**src/rtl/rv_pkg.sv**
```systemverilog
// rv_pkg: shared constants and types for the register-file writeback path.
//   XLEN   - data width of a register
//   NREGS  - architectural register count (x0 reads as zero)
//   REG_X0 - index of the hardwired zero register
//   wb_t   - one register-file write: destination index plus data
package rv_pkg;

  localparam int XLEN  = 32;
  localparam int NREGS = 32;

  localparam logic [4:0] REG_X0 = 5'd0;

  typedef struct packed {
    logic [4:0]      rd;
    logic [XLEN-1:0] wd;
  } wb_t;

endpackage

```
**src/rtl/wb_fifo.sv**
```systemverilog
// wb_fifo: small circular buffer of writeback bundles.
// Ports:
//   clk, rst   - clock, asynchronous active-high reset
//   push       - write push_data at the clock edge (ignored while full)
//   push_data  - bundle to enqueue
//   pop        - drop the head entry at the clock edge (ignored while empty)
//   head       - oldest entry, valid whenever empty is low
//   full/empty - occupancy flags
//   count      - number of stored entries, 0..DEPTH
module wb_fifo
  import rv_pkg::*;
#(
  parameter int DEPTH = 2
) (
  input  logic                         clk,
  input  logic                         rst,
  input  logic                         push,
  input  wb_t                          push_data,
  input  logic                         pop,
  output wb_t                          head,
  output logic                         full,
  output logic                         empty,
  output logic [$clog2(DEPTH+1)-1:0]   count
);

  localparam int PW = $clog2(DEPTH);
  localparam int CW = $clog2(DEPTH + 1);

  wb_t           mem [DEPTH];
  logic [PW-1:0] wr_ptr;
  logic [PW-1:0] rd_ptr;
  logic          do_push;
  logic          do_pop;

  assign full    = (count == CW'(DEPTH));
  assign empty   = (count == '0);
  assign do_push = push && !full;
  assign do_pop  = pop && !empty;
  assign head    = mem[rd_ptr];

  // Storage is not reset: pointers and count decide what is valid, so
  // clearing them is enough to discard the contents.
  always_ff @(posedge clk) begin
    if (do_push) begin
      mem[wr_ptr] <= push_data;
    end
  end

  // DEPTH is a power of two, so the pointers wrap by plain overflow.
  always_ff @(posedge clk or posedge rst) begin
    if (rst) begin
      wr_ptr <= '0;
      rd_ptr <= '0;
      count  <= '0;
    end else begin
      if (do_push) begin
        wr_ptr <= wr_ptr + 1'b1;
      end
      if (do_pop) begin
        rd_ptr <= rd_ptr + 1'b1;
      end
      case ({do_push, do_pop})
        2'b10:   count <= count + 1'b1;
        2'b01:   count <= count - 1'b1;
        default: count <= count;
      endcase
    end
  end

endmodule

```
**src/rtl/regfile_wb_arbiter.sv**
```systemverilog
// regfile_wb_arbiter: shares the register file's single write port between
// the core writeback path (always first) and buffered mul/div results, and
// tracks mul/div destinations still in flight so the core can stall.
// Ports:
//   clk, rst                   - clock, asynchronous active-high reset
//   core_we/core_rd/core_wd    - core writeback request
//   md_valid/md_rd/md_wd       - mul/div result offer; md_ready = FIFO not full
//   issue_valid/issue_rd       - mul/div issue; issue_stall blocks it
//   rs1/rs2                    - source queries; raw_stall if either pending
//   waw_stall                  - core write targets a pending register
//   reg_write/rd/wd            - register file write port
// XLEN and NREGS must match the rv_pkg values since the bundle type is shared.
module regfile_wb_arbiter
  import rv_pkg::*;
#(
  parameter int DEPTH = 2,
  parameter int XLEN  = rv_pkg::XLEN,
  parameter int NREGS = rv_pkg::NREGS
) (
  input  logic            clk,
  input  logic            rst,
  input  logic            core_we,
  input  logic [4:0]      core_rd,
  input  logic [XLEN-1:0] core_wd,
  input  logic            md_valid,
  output logic            md_ready,
  input  logic [4:0]      md_rd,
  input  logic [XLEN-1:0] md_wd,
  input  logic            issue_valid,
  input  logic [4:0]      issue_rd,
  output logic            issue_stall,
  input  logic [4:0]      rs1,
  input  logic [4:0]      rs2,
  output logic            raw_stall,
  output logic            waw_stall,
  output logic            reg_write,
  output logic [4:0]      rd,
  output logic [XLEN-1:0] wd
);

  localparam int CW = $clog2(DEPTH + 1);

  wb_t             fifo_in;
  wb_t             fifo_head;
  logic            fifo_full;
  logic            fifo_empty;
  logic [CW-1:0]   fifo_count;
  logic            fifo_push;
  logic            fifo_pop;
  logic            core_sel;
  logic            issue_set;
  logic [NREGS-1:0] pending;
  logic [NREGS-1:0] pending_next;

  // A core write to x0 is not a real write, so that slot goes to the FIFO.
  assign core_sel = core_we && (core_rd != REG_X0);

  assign md_ready  = !fifo_full;
  // Results for x0 are accepted (handshake completes) but never stored.
  assign fifo_push = md_valid && md_ready && (md_rd != REG_X0);
  assign fifo_pop  = !core_sel && !fifo_empty;
  assign fifo_in   = '{rd: md_rd, wd: md_wd};

  wb_fifo #(
    .DEPTH(DEPTH)
  ) u_fifo (
    .clk       (clk),
    .rst       (rst),
    .push      (fifo_push),
    .push_data (fifo_in),
    .pop       (fifo_pop),
    .head      (fifo_head),
    .full      (fifo_full),
    .empty     (fifo_empty),
    .count     (fifo_count)
  );

  // Write-port mux: core first, then FIFO head, otherwise an idle port
  // with zeroed address and data.
  always_comb begin
    reg_write = 1'b0;
    rd        = REG_X0;
    wd        = '0;
    if (core_sel) begin
      reg_write = 1'b1;
      rd        = core_rd;
      wd        = core_wd;
    end else if (!fifo_empty) begin
      reg_write = 1'b1;
      rd        = fifo_head.rd;
      wd        = fifo_head.wd;
    end
  end

  // Stalls look only at the registered pending bits; a clear at this edge
  // is visible from the next cycle on.
  assign issue_stall = pending[issue_rd];
  assign raw_stall   = pending[rs1] || pending[rs2];
  assign waw_stall   = core_we && pending[core_rd];
  assign issue_set   = issue_valid && (issue_rd != REG_X0) && !issue_stall;

  // Clear first, then set, so a set to the same index wins.
  always_comb begin
    pending_next = pending;
    if (fifo_pop) begin
      pending_next[fifo_head.rd] = 1'b0;
    end
    if (issue_set) begin
      pending_next[issue_rd] = 1'b1;
    end
    pending_next[0] = 1'b0;
  end

  always_ff @(posedge clk or posedge rst) begin
    if (rst) begin
      pending <= '0;
    end else begin
      pending <= pending_next;
    end
  end

  // Occupancy can never exceed the buffer size.
  count_in_range: assert property (@(posedge clk) disable iff (rst)
    fifo_count <= CW'(DEPTH));

endmodule

```
**config.mk**
```make
export PLATFORM = sky130hd
export DESIGN_NAME = regfile_wb_arbiter
export DESIGN_NICKNAME = d
export VERILOG_FILES = /design/src/rtl/rv_pkg.sv /design/src/rtl/wb_fifo.sv /design/src/rtl/regfile_wb_arbiter.sv
export SDC_FILE = /design/constraint.sdc
export NUM_CORES = 1
export LEC_CHECK = 0
export CAP_MARGIN = 15
export CORE_UTILIZATION = 46
export DETAILED_ROUTE_END_ITERATION = 16
export PLACE_DENSITY_LB_ADDON = 0.15
export SYNTH_ARGS = -nofsm -noshare
export SYNTH_HDL_FRONTEND = slang
export SYNTH_SLANG_ARGS = --single-unit
```
**constraint.sdc**
```tcl
create_clock -name clk -period 3.1 [get_ports clk]
set_clock_uncertainty 0.15 [all_clocks]
set_input_delay 0.775 -clock clk [delete_from_list [all_inputs] [get_ports clk]]
set_output_delay 0.775 -clock clk [all_outputs]
set_load 0.05 [all_outputs]
```
==> flow_summary_export.csv <==
group,metric,value,unit
cells_and_area,final_layout_size_suffix_gt1_share,37.1,%
cells_and_area,finalInstanceArea,9150,um2
timing,fin_tns_setup,-4.18,ns
cells_and_area,finalNetCount,712,
timing,drv_slew,0,
synthesis,synth_top_area_cell,"edfxtp_1",
synthesis,ys.flop_type,"edfxtp_1",
timing,layout_setup_ws,-0.185,ns
synthesis,avgSynthCellArea,13.0,um2
place,hpwl,12100,um
setup_path,start_kind,"input port",
synthesis,synth_cells,446,
cts,path_clk_slew,0.07,ns
synthesis,yosys_warnings,0,
drt,drtIter0Drc,290,
setup_path,crit_top_cell,"buf_12",
cts,cts_tree,"yes",
setup_path,crit_type,"in -> out",
cts,cts.sinks,109,
drt,totalWireLength,17300,um
drt,final_antenna_net_count,0,
setup_path,worst-path-max-fanout,7,
floorplanning,core,12200,um2
floorplanning,die_w,114,um
setup_path,required,2.17,ns
power,ir_drop,0.465,mV
global_routing,grt_first_pass_wirelength,26900,um
drt,routedWlPerCell,21.9,um
synthesis,synth_cell_type_count,44,
cts,numCtsBuffers,9,
timing,period_share,106,%
synthesis,yosysTopAreaCellShare,38.2,%
synthesis,synth_seq_area_share,53.2,%
setup_path,path_delay_family,"buffers and inverters",
drt,route.vias.total,4690,
floorplanning,pin_count,136,
timing,slew_headroom,26.4,%
timing,fmax,304,MHz
setup_path,cp_cell_sequence,"buf_2 -> or4_4 -> o21a_4 -> buf_12 -> buf_16 -> o31ai_4 -> buf_12",
cts,cts-root-buf,"clkbuf_16",
global_routing,grt_use_met3,5.35,%
global_routing,grt_max_degree,38,
setup_path,arrival,2.36,ns
place,port_buffers,135,
global_routing,top_usage_layer,"met2",
synthesis,synthTopCellsByArea,"edfxtp_1 38%, dfrtp_1 15%, mux4_2 10%",
cells_and_area,post-route-util,75.3,%
place,place_ws,-0.657,ns
cells_and_area,antenna_cells,0,
cts,clock_latency,0.35,ns
floorplanning,num_rows,40,
timing,max_slew.worst_pin.slew,1.10,ns
power,power_density,851,nW/um2
floorplanning,dieHeight,114,um
timing,setup_viol,38,
synthesis,synth-edff-count,74,
synthesis,synthArstFlopShare,32.1,%
timing,finalHoldViolCount,0,
global_routing,grt_use_met2,46.1,%
global_routing,met1_usage,35.9,%
place,gp_congestion,0.941,
global_routing,grt_pass1_vias,4942,
cells_and_area,fillCellCount,768,
global_routing,grt_overflow,0,
cts,cts_buffer_depth,2,
run,maxCapViolations,0,
setup_path,critPathBufInv,4,
hold_path,hold_path_class,"reg -> reg",
cells_and_area,multi_input_area,3200,um2
floorplanning,start_util,47.8,%
cells_and_area,areaGrowthSynthToFinish,57.3,%
place,post_dp_cell_area,8580,um2
setup_path,slowest_delay,0.51,ns
setup_path,cp_slowest_cell,"or4_4",
cts,hold_buffers,0,
global_routing,grt_use_total,27.9,%
synthesis,syn_nets,541,
power,p_total,7.79,mW
floorplanning,dieArea,13100,um2
synthesis,ys_seq_elements,109,
setup_path,endpoint_kind,"primary output",
power,p_leak,3.47,nW
timing,final.min_clock_period,3.28,ns
run_status,violations,"setup timing",
synthesis,syn_area,5820,um2
global_routing,antenna_found_initial,0,
run_status,status,"finished with violations",
timing,rsz0062_at_grt,"yes",
cts,cts_htree_levels,3,
drt,drc,0,
drt,drt_pass1_iterations,5,
cells_and_area,register_area,3100,um2
drt,via_per_inst,5.94,
[where the power goes]
part / internal, mW / leakage [nW] / switching (mW)
logic: 1.87 / 2.20 / 2.09
registers: 2.05 / 1.11 / 0.549
clock network: 0.714 / 0.159 / 0.528
total: 4.63 / 3.47 / 3.17
[timing repair]
action	CTS	global route
pin swaps	18	15
gates cloned	4	0
setup buffers	9	1
endpoints found under the setup margin	41	41
gates resized for setup	86	17
[final timing paths]
path	endpoint	slack, ns	from	depth (start not counted)
max	wd[29]	-0.18	core_rd[4]	7
min	u_fifo.wr_ptr	0.40	u_fifo.wr_ptr	1
max reg2reg	u_fifo.mem[1][25]	0.76	u_fifo.count[0]	4
min reg2reg	u_fifo.wr_ptr	0.40	u_fifo.wr_ptr	1
max in group asynchronous	u_fifo.rd_ptr	1.78	rst	3
min in group asynchronous	pending[4]	0.68	rst	3
[metal layers]
metal  part of all wire [%]  wire (um)
met1                     39       6680
met2                     51       8770
met3                    7.8       1340
met4                    3.0        512
met5                      0          0
[per-stage QoR]
stage	hold WS [ns]	std cells
floorplan	0.318	446
global placement	0.385	763
detailed placement	0.395	763
CTS	0.406	792
global route	0.435	790
finish	0.400	790
[registers in the layout (all words and copies together) (netlist names)]
register       count
pending           31
u_fifo.wr_ptr      1
u_fifo.count       2
u_fifo.mem        74
u_fifo.rd_ptr      1
[synth_stat cells (all sizes together) (3+ instances only)]
cell type  instances
mux2i             51
edfxtp            74
dfrtp             35
nand3              6
o211ai             3
nor2              12
clkbuf            11
mux2               7
nand4              3
xnor2              3
nand3b             4
mux4              30
o21ai             39
inv                6
o31ai             56
nand2b             5
buf               21
and3               3
nand2             51
[cell usage in the layout, fill, tap and decap left out, drive strengths merged, types with 4 or more instances in the layout]
master,n
dlygate4sd2,6
nand3b,4
clkbuf,9
edfxtp,74
mux2i,51
nand2,51
inv,8
buf,107
nand2b,5
mux4,30
o21ai,39
clkdlybuf4s50,77
dfrtp,35
o31ai,56
nand3,6
nor2,12
mux2,7
[worst reg2reg max path: stages (launching register included)]
cell and delay [ns]:
dfrtp_1 0.50, nand2b_1 0.18, o211ai_1 0.10, buf_4 0.18
nor2_4 0.83
[cells by family after synthesis]
group                    share of synthesized area [%]
AO/OA/AOI/OAI                                     12.8
flip-flops                                        53.2
AND/OR/NAND/NOR                                   7.80
multiplexers                                      22.0
buffers and inverters                             3.18
XOR/XNOR                                         0.753
adder cells (fa/ha/maj)                          0.215
[area by class of cell]
type | instances | share of cell area [%]
tap | 168 | 2.30
multi-input combinational | 300 | 35.0
clock buffer | 9 | 2.46
clock inverter | 7 | 1.07
sequential | 109 | 33.9
inverter | 6 | 0.246
timing repair buffer | 191 | 25.1
Power figures use the tool's default switching activity.
